## config.mk

```make
export PLATFORM = sky130hd
export DESIGN_NAME = aes_inv_key_sched
export DESIGN_NICKNAME = d
export VERILOG_FILES = /design/src/rtl/aes_inv_key_sched.sv
export SDC_FILE = /design/constraint.sdc
export NUM_CORES = 2
export LEC_CHECK = 0
export ABC_AREA = 1
export BUFFER_PORTS_ARGS = -buffer_cell sky130_fd_sc_hd__buf_2
export CAP_MARGIN = 40
export CORE_MARGIN = 10
export CORE_UTILIZATION = 30
export CTS_CLUSTER_SIZE = 40
export DETAILED_ROUTE_END_ITERATION = 8
export PLACE_DENSITY = 0.5
export SLEW_MARGIN = 20
export SYNTH_ARGS = -nofsm -noshare
export SYNTH_HDL_FRONTEND = slang
export SYNTH_SLANG_ARGS = --single-unit
```

## constraint.sdc

```tcl
create_clock -name clk -period 12 [get_ports clk]
set_input_delay 2.4 -clock clk [delete_from_list [all_inputs] [get_ports clk]]
set_output_delay 2.4 -clock clk [all_outputs]
set_load 0.005 [all_outputs]
```

## src/rtl/aes_inv_key_sched.sv

```systemverilog
// AES-128 key schedule: expands a cipher key into rk0..rk10 (one round per cycle)
// and streams the stored round keys out in decryption order, rk10 first.

module aes_sbox (
  input  logic [7:0] a,
  output logic [7:0] y
);
  localparam logic [0:255][7:0] SBOX = {
    128'h637c777bf26b6fc53001672bfed7ab76, 128'hca82c97dfa5947f0add4a2af9ca472c0,
    128'hb7fd9326363ff7cc34a5e5f171d83115, 128'h04c723c31896059a071280e2eb27b275,
    128'h09832c1a1b6e5aa0523bd6b329e32f84, 128'h53d100ed20fcb15b6acbbe394a4c58cf,
    128'hd0efaafb434d338545f9027f503c9fa8, 128'h51a3408f929d38f5bcb6da2110fff3d2,
    128'hcd0c13ec5f974417c4a77e3d645d1973, 128'h60814fdc222a908846eeb814de5e0bdb,
    128'he0323a0a4906245cc2d3ac629195e479, 128'he7c8376d8dd54ea96c56f4ea657aae08,
    128'hba78252e1ca6b4c6e8dd741f4bbd8b8a, 128'h703eb5664803f60e613557b986c11d9e,
    128'he1f8981169d98e949b1e87e9ce5528df, 128'h8ca1890dbfe6426841992d0fb054bb16
  };
  assign y = SBOX[a];
endmodule

module aes_inv_key_sched #(
  parameter int NR = 10,
  parameter int KW = 128
) (
  input  logic          clk,
  input  logic          rst_n,
  input  logic [KW-1:0] key_in,
  input  logic          key_load,
  input  logic          rk_adv,
  input  logic          rk_rewind,
  output logic          key_busy,
  output logic          key_ready,
  output logic [KW-1:0] subkey,
  output logic [3:0]    rk_round,
  output logic          rk_last
);
  typedef enum logic [1:0] {IDLE, EXPAND, READY} state_t;

  state_t        state;
  logic [KW-1:0] rk [0:NR];
  logic [3:0]    ptr, cnt;
  logic [7:0]    rcon, rcon_nxt;

  logic [KW-1:0]     prev;
  logic [3:0][31:0]  pw, nw;
  logic [31:0]       rot, sub, t;

  // pw[3] is w(4r-4), the most significant word; pw[0] is w(4r-1)
  assign prev = rk[cnt - 4'd1];
  assign pw   = prev;
  assign rot  = {pw[0][23:0], pw[0][31:24]};

  for (genvar g = 0; g < 4; g++) begin : g_sbox
    aes_sbox u_sbox (.a(rot[g*8 +: 8]), .y(sub[g*8 +: 8]));
  end

  assign t     = sub ^ {rcon, 24'h0};
  assign nw[3] = pw[3] ^ t;
  assign nw[2] = pw[2] ^ nw[3];
  assign nw[1] = pw[1] ^ nw[2];
  assign nw[0] = pw[0] ^ nw[1];

  assign rcon_nxt = {rcon[6:0], 1'b0} ^ (rcon[7] ? 8'h1b : 8'h00);

  always_ff @(posedge clk or negedge rst_n) begin
    if (!rst_n) begin
      state     <= IDLE;
      for (int i = 0; i <= NR; i++) rk[i] <= '0;
      ptr       <= '0;
      cnt       <= '0;
      rcon      <= 8'h01;
      key_busy  <= 1'b0;
      key_ready <= 1'b0;
    end else begin
      case (state)
        IDLE, READY: begin
          if (key_load) begin
            rk[0]     <= key_in;
            rcon      <= 8'h01;
            cnt       <= 4'd1;
            key_busy  <= 1'b1;
            key_ready <= 1'b0;
            state     <= EXPAND;
          end else if (state == READY) begin
            if (rk_rewind)             ptr <= 4'(NR);
            else if (rk_adv && ptr != 4'd0) ptr <= ptr - 4'd1;
          end
        end
        EXPAND: begin
          rk[cnt] <= nw;
          rcon    <= rcon_nxt;
          if (cnt == 4'(NR)) begin
            ptr       <= 4'(NR);
            key_busy  <= 1'b0;
            key_ready <= 1'b1;
            state     <= READY;
          end else begin
            cnt <= cnt + 4'd1;
          end
        end
        default: state <= IDLE;
      endcase
    end
  end

  assign subkey   = key_ready ? rk[ptr] : '0;
  assign rk_round = ptr;
  assign rk_last  = key_ready & (ptr == 4'd0);
endmodule

```

# Word-level counts from Yosys, hierarchy flattened
# Memories as Yosys holds them, arrays and structs flattened.
# Cells that the tools add are included.
# classes
addsub,3
mul,0
n_div,0
order_cmp,8
eq_ne,9
n_shift,0
mux,41
bitwise_logic,14
reduce_logical,12
# ops
cell,n
$bwmux W1408,1
$bmux W128 S4,2
$mux W128,7
$demux W128 S4,1
$pmux W128 S2,1
$xor A32 B32 Y32,5
$mux W8,9
$ge A9 B9 Y1 const B,4
$not A8 Y9,4
$mux W4,7
$pmux W4 S2,2
$pmux W8 S2,1
$ge A5 B5 Y1 const B,3
$not A4 Y5,3
$ne A2 B2 Y1 const B,5
$sub A4 B1 Y4 const B,2
$xor A8 B5 Y8,1
$reduce_and A3 Y1,2
$lt A5 B1 Y1 const B,1
$mux W5,1
$reduce_and A5 Y1,1
$add A4 B1 Y4 const B,1
$eq A4 B4 Y1 const B,1
$logic_not A4 Y1,1
other kinds (14),21
# totals
ff_bits,1428
latch_bits,0
ram_bits,0
romBits,8192
input_bits,133
output_inout_bits,135
word_cells,108
mem_count,4
# mem_list
name,words,word_bits,read_ports,rd_clocked_by_memory_dff,write_ports,line_no,source
(name not given),256,8,1,0,0,18,assign y = SBOX[a];
(name not given),256,8,1,0,0,18,
(name not given),256,8,1,0,0,18,
(name not given),256,8,1,0,0,18,

# Longest topological paths before layout
# depth
ltp_word,16
ltp_mapped,43
mapped_depth_nobuf,29

# Modules after synthesis
# Synthesis repeated with hierarchy kept, for this count alone.
# unflattened
cells_unflattened,14206
hier_area_um2,94266.7
# modules_own_cells
module,instances,cells_per_inst,area_per_inst_um2,seq_area_each_um2
aes_inv_key_sched,1,11734,82695.6,35735.5
aes_sbox,4,618,2892.8,0.0

# Least setup slack after synthesis
# OpenSTA, ideal clock, no wires.
# synth_path
path_type,register -> register
from,reg cnt[0]
to,reg rk[1280] in the netlist's numbering
setup_time_ns,0.120
arrival_ns,5.330
t_required_ns,11.880
setup_slack_ns,6.549
path_stages_with_launch,42
path_buffers,14
synth_period_minus_slack_ns,5.451
path_cell_list,dfrtp_1 -> buf_6 -> inv_6 -> buf_6 -> buf_6 -> buf_6 -> buf_6 -> buf_6 -> buf_4 -> buf_2 -> clkbuf_1 -> ha_1 -> buf_4 -> inv_2 -> buf_6 -> buf_6 -> buf_4 -> nand3_1 -> [6 not listed] -> nand3_1 -> nand2_1 -> inv_1 -> nor2_1 -> nand2_1 -> nand3_1 -> nand3_1 -> nand3_1 -> nand2_1 -> nand2_2 -> nand2_2 -> nand2_2 -> nand2_4 -> nand2_4 -> nand3_1 -> buf_4 -> nand3_1 -> nand2_1
# synth_between
elab_chain_cells,16
word_cells_on_any_way,22
cone_classes,add/sub (1); order compare (2); mux (9); bitwise (8); reduce/logical (1); memory (1)
# synth_rtl
element,line_no,source
from (decl),41,"logic [3:0] ptr, cnt;"
from (signal assigned),98,cnt <= cnt + 4'd1;
$sub A4 B1 Y4,49,assign prev = rk[cnt - 4'd1];
$not A4 Y5 (not written as such),49,
$bmux W128 S4,49,
$mux W128 (not written as such) (2 in series),49,
$not A8 Y9 (not written as such),18,
$mem_v2 Z256 W8,-,
$mux W8 (not written as such) (2 in series),18,
$xor A32 B32 Y32,57,"assign t = sub ^ {rcon, 24'h0};"
$xor A32 B32 Y32,58,assign nw[3] = pw[3] ^ t;
$xor A32 B32 Y32,59,assign nw[2] = pw[2] ^ nw[3];
$xor A32 B32 Y32,60,assign nw[1] = pw[1] ^ nw[2];
$xor A32 B32 Y32,61,assign nw[0] = pw[0] ^ nw[1];
$bwmux W1408 *,90,rk[cnt] <= nw;
$pmux W128 S2 *,75,case (state)
"to (signal, indexed assignment)",90,
to (decl),40,logic [KW-1:0] rk [0:NR];
# Mark *: on every way between the ends. The rest lies on a longest branch, timed or not. The select of a mux whose other input is x is not followed.
# A chain may end at the register's enable or synchronous reset.

# Worst setup path in the final report
# layout_path
from,reg cnt[0]
to,reg rk[531] in the netlist's numbering
# layout_between
elab_chain_cells,15
word_cells_on_any_way,21
cone_classes,add/sub (1); order compare (2); mux (8); bitwise (8); reduce/logical (1); memory (1)
# layout_rtl
element,line_no
$sub A4 B1 Y4,49
$not A4 Y5 (not written as such),49
$bmux W128 S4,49
$mux W128 (not written as such) (2 in series),49
$not A8 Y9 (not written as such),18
$mem_v2 Z256 W8,-
$mux W8 (not written as such) (2 in series),18
$xor A32 B32 Y32,57
$xor A32 B32 Y32,58
$xor A32 B32 Y32,59
$xor A32 B32 Y32,60
$xor A32 B32 Y32,61
$bwmux W1408 *,90
# Marks and branches as above.

==> impl_metrics.env <==
export IMPL_status="finished, violations left"
export IMPL_violations="antenna violations"
export IMPL_place_worst_setup_slack_ps=3630
export IMPL_worstPathRequired_ps=12740
export IMPL_clockBufferDepth=4
export IMPL_fmax_mhz=117
export IMPL_numPortBuffers=267
export IMPL_drt_iter0_markers=16200
export IMPL_htree_num_levels=4
export IMPL_cts_resized=0
export IMPL_critPathKind="reg2reg"
export IMPL_worst_path_largest_cell_delay_ps=710
export IMPL_detailed_place_hpwl_um=328000
export IMPL_synth_largest_area_cell="dfrtp_1"
export IMPL_nets=13600
export IMPL_met2_usage_pct=40.8
export IMPL_rsz0062_at_grt="no"
export IMPL_grt_pass1_wl_um=734000
export IMPL_ys_ff_latch=1428
export IMPL_min_period_ps=8570
export IMPL_cts_root_buffer="clkbuf_16"
export IMPL_synth_commonest_cells="nand2_1, nand3_1, o21ai_0"
export IMPL_cts_sinks=1428
export IMPL_seqCellArea_um2=35800
export IMPL_grtUsageMet3_pct=6.56
export IMPL_cts_hold_buf=0
export IMPL_avgSynthCellArea_um2=6.91
export IMPL_start_kind="register"
export IMPL_start_util_pct=30.1
export IMPL_worst_slack_ps=3430
export IMPL_fin_crit_sh_pct=71.4
export IMPL_finalSetupViolCount=0
export IMPL_syn_area_um2=96400
export IMPL_place_congestion=1.01
export IMPL_hold_ws_ps=474
export IMPL_cp_max_fo=77
export IMPL_die_width_um=587
export IMPL_setup_tns_final_ps=0
export IMPL_clk_latency_ps=900
export IMPL_rows=208
export IMPL_synth_flop_cell="dfrtp_1"
export IMPL_syn_num_nets=14200
export IMPL_num_vias=105000
export IMPL_overflow=0
export IMPL_ant_nets=1
export IMPL_synth_edf_count=0
export IMPL_grt_pass1_vias=96300
export IMPL_syn_inst=14000
export IMPL_yosysWarnings=0
export IMPL_endpoint_kind="register"
export IMPL_synthArstFlopShare_pct=100
export IMPL_wl_per_cell_um=28.8
export IMPL_cts_setup_buffers=0
export IMPL_cp_slowest_cell="buf_4"
export IMPL_wl_um=515000
export IMPL_dr_pass1_iters=7
export IMPL_worst_pin_slew_ps=1170
export IMPL_netlist_top_cells_area="dfrtp_1, nand2_1, nand3_1"
export IMPL_fp_dieArea_um2=345000
export IMPL_path_clk_slew_ps=60
export IMPL_cts_tree="built"
export IMPL_via_per_inst=5.86
export IMPL_yosysSeqAreaShare_pct=37.1
export IMPL_drive_gt1_share_pct=8.55
export IMPL_arrival_ps=9310
export IMPL_maxSlewHeadroom_pct=21.9
export IMPL_cp_common_cell="nand3_1"
export IMPL_synth_distinct_cells=51
export IMPL_grt_total_usage_pct=28.3
export IMPL_drc=0
export IMPL_hold_viol_final=0
export IMPL_slew_viol_final=0
export IMPL_core_area_um2=321000
export IMPL_pin_count=268
export IMPL_die_h_um=587
export IMPL_antenna_found_initial=36
export IMPL_drv_cap=0
export IMPL_num_fill_cells=35100
export IMPL_synthDominantCellAreaShare_pct=37.0
export IMPL_skew_ps=74.3
export IMPL_area_growth_pct=10.1
export IMPL_cts_buffers=182
export IMPL_gr_max_usage_layer="met2"
export IMPL_worst_hold_path_type="reg2reg"
export IMPL_synth_most_common_cell="nand2_1"
export IMPL_grt_max_degree=190
export IMPL_use_met1_pct=40.5
export IMPL_multiInputGateArea_um2=50700
==> cells in the final DEF (no fill, tap or decap), drive strengths merged, types with 51 or more instances in the layout <==
| cell | netlist | final |
|---|---|---|
| a21oi | 936 | 936 |
| nor2 | 596 | 596 |
| o2111ai | 92 | 92 |
| ha | 62 | 62 |
| a31oi | 199 | 199 |
| o221ai | 65 | 65 |
| o211ai | 257 | 257 |
| a211oi | 51 | 51 |
| nand2 | 3314 | 3314 |
| o311ai | 58 | 58 |
| clkbuf | 656 | 262 |
| buf | 563 | 522 |
| inv | 1023 | 1033 |
| dfrtp | 1427 | 1427 |
| nand3 | 2447 | 2447 |
| o21ai | 2088 | 2088 |
==> layout make-up <==
cell class | count | area share, %
Antenna cell | 14 | 0.0330
Inverter | 1031 | 3.75
Timing Repair Buffer | 522 | 4.12
Clock inverter | 53 | 0.678
Clock buffer | 262 | 4.95
Multi-Input combinational cell | 10300 | 47.7
Sequential cell | 1428 | 33.7
Tap cell | 4305 | 5.07
==> routing by layer <==
metal / up-vias / wire [µm]
li1: 46400 / -
met1: 50800 / 221000
met2: 6485 / 212000
met3: 1039 / 57100
met4: 20 / 24400
met5: - / 132
==> final timing paths <==
check	slack (ps)	from	cells past startpoint	to
min in group asynchronous	1490	rst_n	1	rk[1001]
max	3430	cnt[0]	26	rk[531]
max in group asynchronous	8270	rst_n	3	rk[293]
min reg2reg	470	rk[261]	2	rk[261]
max reg2reg	3430	cnt[0]	26	rk[531]
min	470	rk[261]	2	rk[261]
==> worst max-delay path: cells and delay by family, from the launching register on <==
family,cells,cell delay [ps]
simple gates,18,4480
compound gates,1,160
flops,1,640
buf+inv,5,2160
fa+ha+maj,2,770
==> stage by stage <==
| stage | instance area, µm² | util [%] | std cells |
|---|---|---|---|
| CTS | 106000 | 33.0 | 17900 |
| global placement | 98800 | 30.8 | 17500 |
| global route | 106000 | 33.1 | 17900 |
| finish | 106000 | 33.1 | 17900 |
| detailed placement | 99800 | 31.1 | 17600 |
| floorplan | 96400 | - | 14000 |
==> state kept, by name (all words and copies together) (netlist names) <==
register,count
cnt,4
key_busy,1
key_ready,1
rcon,8
rk,1408
rk_round,4
state,2
==> cell families (layout without fill, tap and decap cells) <==
logic type | after synthesis | after routing | share of synthesized area [%]
compound gates | 3789 | 3789 | 21.7
xor+xnor | 11 | 11 | 0.115
fa+ha+maj | 62 | 62 | 0.804
buf+inv | 2250 | 1868 | 10.6
flops | 1428 | 1428 | 37.1
other cells | 0 | 14 | 0
simple gates | 6421 | 6421 | 29.7
Power is left out: the tool's default activity adds up to more than one toggle a clock period on the data nets, which glitch-free logic cannot reach.
